==> src/rtl/seq_divider32.sv <==
// ============================================================================
// seq_divider32 : iterative unsigned restoring divider, one quotient bit/clock
// Rev 1.0
// ============================================================================
`default_nettype none

module seq_divider32 #(
  parameter int WIDTH = 32,
  parameter int CW    = 6
) (
  input  logic             clk,
  input  logic             rst_n,
  input  logic             start,
  input  logic [WIDTH-1:0] A,
  input  logic [WIDTH-1:0] B,
  output logic             busy,
  output logic             done,
  output logic [WIDTH-1:0] quo,
  output logic [WIDTH-1:0] rem,
  output logic             dbz
);

  typedef enum logic [0:0] {
    IDLE = 1'b0,
    RUN  = 1'b1
  } state_t;

  state_t           state_q, state_d;
  logic [WIDTH-1:0] q_q, q_d;
  logic [WIDTH-1:0] r_q, r_d;
  logic [WIDTH-1:0] d_q, d_d;
  logic [WIDTH-1:0] quo_q, quo_d;
  logic [WIDTH-1:0] rem_q, rem_d;
  logic [CW-1:0]    cnt_q, cnt_d;
  logic             busy_q, busy_d;
  logic             done_q, done_d;
  logic             dbz_q, dbz_d;

  logic [WIDTH:0]   trial;
  logic             fits;
  logic [WIDTH-1:0] r_next;
  logic [WIDTH-1:0] q_next;

  // One restoring step; the extra top bit of trial holds the shifted-out carry.
  always_comb begin
    trial  = {r_q, q_q[WIDTH-1]};
    fits   = (trial >= {1'b0, d_q});
    r_next = fits ? (trial[WIDTH-1:0] - d_q) : trial[WIDTH-1:0];
    q_next = {q_q[WIDTH-2:0], fits};
  end

  always_comb begin
    state_d = state_q;
    q_d     = q_q;
    r_d     = r_q;
    d_d     = d_q;
    quo_d   = quo_q;
    rem_d   = rem_q;
    cnt_d   = cnt_q;
    busy_d  = busy_q;
    dbz_d   = dbz_q;
    done_d  = 1'b0;
    case (state_q)
      IDLE: begin
        if (start) begin
          if (B != '0) begin
            q_d     = A;
            d_d     = B;
            r_d     = '0;
            cnt_d   = '0;
            busy_d  = 1'b1;
            state_d = RUN;
          end else begin
            // Divide by zero completes immediately without entering RUN.
            quo_d  = '1;
            rem_d  = A;
            dbz_d  = 1'b1;
            done_d = 1'b1;
          end
        end
      end
      RUN: begin
        q_d   = q_next;
        r_d   = r_next;
        cnt_d = cnt_q + 1'b1;
        if (cnt_q == CW'(WIDTH - 1)) begin
          quo_d   = q_next;
          rem_d   = r_next;
          dbz_d   = 1'b0;
          done_d  = 1'b1;
          busy_d  = 1'b0;
          state_d = IDLE;
        end
      end
      default: state_d = IDLE;
    endcase
  end

  always_ff @(posedge clk or negedge rst_n) begin
    if (!rst_n) begin
      state_q <= IDLE;
      q_q     <= '0;
      r_q     <= '0;
      d_q     <= '0;
      quo_q   <= '0;
      rem_q   <= '0;
      cnt_q   <= '0;
      busy_q  <= 1'b0;
      done_q  <= 1'b0;
      dbz_q   <= 1'b0;
    end else begin
      state_q <= state_d;
      q_q     <= q_d;
      r_q     <= r_d;
      d_q     <= d_d;
      quo_q   <= quo_d;
      rem_q   <= rem_d;
      cnt_q   <= cnt_d;
      busy_q  <= busy_d;
      done_q  <= done_d;
      dbz_q   <= dbz_d;
    end
  end

  assign busy = busy_q;
  assign done = done_q;
  assign quo  = quo_q;
  assign rem  = rem_q;
  assign dbz  = dbz_q;

endmodule

`default_nettype wire
==> config.mk <==
export PLATFORM = sky130hd
export DESIGN_NAME = seq_divider32
export DESIGN_NICKNAME = d
export VERILOG_FILES = /design/src/rtl/seq_divider32.sv
export SDC_FILE = /design/constraint.sdc
export NUM_CORES = 1
export LEC_CHECK = 0
export ABC_AREA = 1
export CAP_MARGIN = 20
export CORE_UTILIZATION = 45
export CTS_CLUSTER_SIZE = 20
export DETAILED_ROUTE_END_ITERATION = 6
export DONT_BUFFER_PORTS = 1
export PLACE_DENSITY = 0.65
export SYNTH_ARGS = -nofsm -noshare
export SYNTH_HDL_FRONTEND = slang
export SYNTH_SLANG_ARGS = --single-unit
export TNS_END_PERCENT = 50
==> constraint.sdc <==
create_clock -name clk -period 2.7 [get_ports clk]
set_input_delay 0.54 -clock clk [delete_from_list [all_inputs] [get_ports clk]]
set_output_delay 0.54 -clock clk [all_outputs]
set_load 0.01 [all_outputs]
==> out/results.txt <==
Share of cells above drive strength 1: 10.3%
Antenna violations before repair: 0
Relative slew slack: 65.4%
Finished Layout Cells: 1766
Worst setup path startpoint: r_q[18]
CTS buffer count: 17
CTS H-tree depth: 4
WL per Instance: 16.7 um
Max FO, Critical Path: 17
IO Count: 134
Pwr/cell area: 799 mW/mm2
Cell mode on critical path: inv_1
Reg2reg start: r_q[18]
Status: finished, violations left
Leakage power: 6.10 nW
Period utilization: 95.0%
Placed Area: 0.0109 mm2
CP max stage cell: dfrtp_1
Hold_ws: -196 ps
Slew @ Worst Pin: 519 ps
Clock skew: 15.1 ps
WS Path Type: reg -> reg
Post-route cell area: 0.0115 mm2
# diodes: 0
Nets: 1541
CP Launch Type: flop
MaxCap Viol Count: 0
Worst Reg-to-Reg Cells: 11
FF-to-FF End: rem[16]
Mapped Nets: 1556
Clk_lat worst skew: 440 ps
R2r setup slk: 140 ps
Fmax: 0.390 GHz
Die span in y: 155 um
Remaining DRCs: 0
Post-synthesis simple-gate area fraction: 32.9%
Post-route ant nets: 0
Critical Path Sink: rem[16]
Cell accounting for the most synthesized area: dfrtp_1
Placed wire-length estimate: 22100 um
CTS tree: yes
Synth Area in XOR/XNOR: 1.16%
Clk slew on worst S/H paths: 70 ps
Hold Path Class: in -> async
Routed WL: 29500 um
Req. time, crit path: 3070 ps
Number of global-route vias before repair: 8702
Post-synthesis mux area share: 0%
Port-buffer cells: 0
Overall Power: 9.18 mW
Synth Warn #: 0
Syn Area/Cell: 7.26 um2
Initial Utilization: 46.3%
CP Capture Type: flop
Largest net degree at the start of global routing: 171
Async set-reset flop share out of synthesis: 100%
Setup TNS: 0 ps
Number of synthesized flops with an enable pin: 0
Critical path, cell by cell: ha_1 > nand2_2 > nor2_1 > inv_1 > nor2_2 > nand3_4 > nand2_4 > nand3_2 > nand3_1 > nand2_1 > inv_1
Failing checks: negative hold slack
Top cells by area, synth: dfrtp_1 40%, nand2_1 15%, inv_1 8.3%
Drt initial violations: 818
Post-synthesis sequential area ratio: 40.3%
Core area: 0.0228 mm2
Most used flip-flop cell after synthesis: dfrtp_1
Die area: 0.0241 mm2
Area of the mapped netlist: 0.0106 mm2
Hold Vio Cnt, Final: 170
Drt first pass iters: 5
Drt via density: 5.22
Fillers: 2340
GRT Util Overall: 25.2%
Final global-route overflow total: 0
Number of distinct library cells after synthesis: 39
RSZ-0062 raised after global routing: yes
Minimum clock period: 2560 ps
Root Buffer: clkbuf_16
Layout Area Growth over Synthesis: 8.77%
Gpl congestion: 0.959
CTS max path bufs: 2
Synth cell count leaders: 420 x nand2_1, 234 x inv_1, 170 x dfrtp_1
# rows: 55
Share of the synthesized area in the top cell type: 40.3%
Clock Sinks: 170
Die Wd: 155 um
Via count: 9212
Slew Viols, Final: 0
Post-synthesis adder-cell area fraction: 4.10%
First-pass GRT wire length: 46900 um
WP data arrival: 2940 ps
Setup violations, final: 0
Critical Path Max Stage Delay: 450 ps
Post-CTS Setup Bufs: 0
Cell count after placement: 1733
Yosys reg bits: 170
Synth Instances: 1455
Top-count cell post-synth: nand2_1
Max IR drop VDD: 481 uV
Synth Area in Compound Gates: 10.1%
Main combinational cell family by area after synthesis: simple AND/OR/NAND/NOR gates
## routing by layer
layer	up-vias	global-route usage (%)	part of all wire (%)	wire length [um]
li1	4591	-	-	-
met1	4296	36.3	48	14200
met2	281	37.6	43	12600
met3	44	5.10	6.5	1920
met4	0	8.78	2.6	761
met5	-	0	0	0
## how the worst min path moves through the flow
stage / end
floorplan: busy
global placement: d_q[9]
detailed placement: d_q[9]
CTS: d_q[9]
global route: d_q[10]
finish: d_q[9]
## final cells by class
| type | instances | area, um2 | share of cell area (%) |
|---|---|---|---|
| Clock buffer | 18 | 429 | 3.73 |
| Clock inverter | 14 | 173 | 1.50 |
| Inverter | 241 | 905 | 7.87 |
| Multi-Input combinational cell | 986 | 5110 | 44.4 |
| Sequential cell | 170 | 4260 | 37.0 |
| Tap cell | 313 | 392 | 3.41 |
| Timing Repair Buffer | 24 | 230 | 2.00 |
## worst max-delay path, delay by kind of cell, from the launching register on
family,cells,cell delay (ps)
fa+ha+maj,1,430
buf+inv,2,150
flops,1,450
simple gates,8,1470
## cell usage in the layout, fill, tap and decap left out, types with 2 or more instances in the layout
cell type	instances
nor2_2	7
a31oi_1	32
nand3_1	99
clkinv_8	6
nor3_1	6
inv_6	4
clkbuf_16	17
nand2_2	7
nand4_1	45
nor3_2	2
nand3_2	31
a21boi_1	13
nor2_4	2
clkinv_4	2
a21boi_0	19
a21oi_1	19
buf_4	20
and2_1	7
o21ai_0	94
nor2_1	87
nor4_1	4
xor2_1	14
inv_2	8
inv_8	2
buf_12	4
dfrtp_1	169
ha_1	33
or2_2	32
nand3b_1	2
nand2_1	420
inv_1	233
## through the flow
stage,util (%),setup WS [ps],hold slack [ps]
global route,50.3,-6.48,-218
global placement,47.6,190,254
floorplan,-,745,244
CTS,50.3,157,-214
detailed placement,47.6,169,253
finish,50.3,136,-196
## report_power, final
part           switching, mW  total (mW)  leakage (nW)  internal [mW]
registers              0.501        3.63          2.21           3.13
logic                   2.00        3.07          3.60           1.07
clock network           1.22        2.47         0.290           1.25
## kinds of logic (layout without fill, tap and decap cells)
kind of cell | Yosys count | after routing
AOI/OAI and AO/OA | 184 | 184
xor gates and xnor gates | 14 | 14
adders and majority gates | 34 | 34
buffers and inverters | 300 | 297
DFF | 170 | 170
and+or+nand+nor | 753 | 754
## repair_timing
action | in CTS | in global routing
endpoints found under the hold margin | 170 | 170
endpoints found under the setup margin | 0 | 5
gates resized for setup | 0 | 0
## registers in the layout (all words and copies together), names as in the netlist
signal   flops
r_q         32
busy         1
cnt_q        6
state_q      1
dbz          1
done         1
rem         32
q_q         32
quo         32
d_q         32
Power figures use the tool's default switching activity.
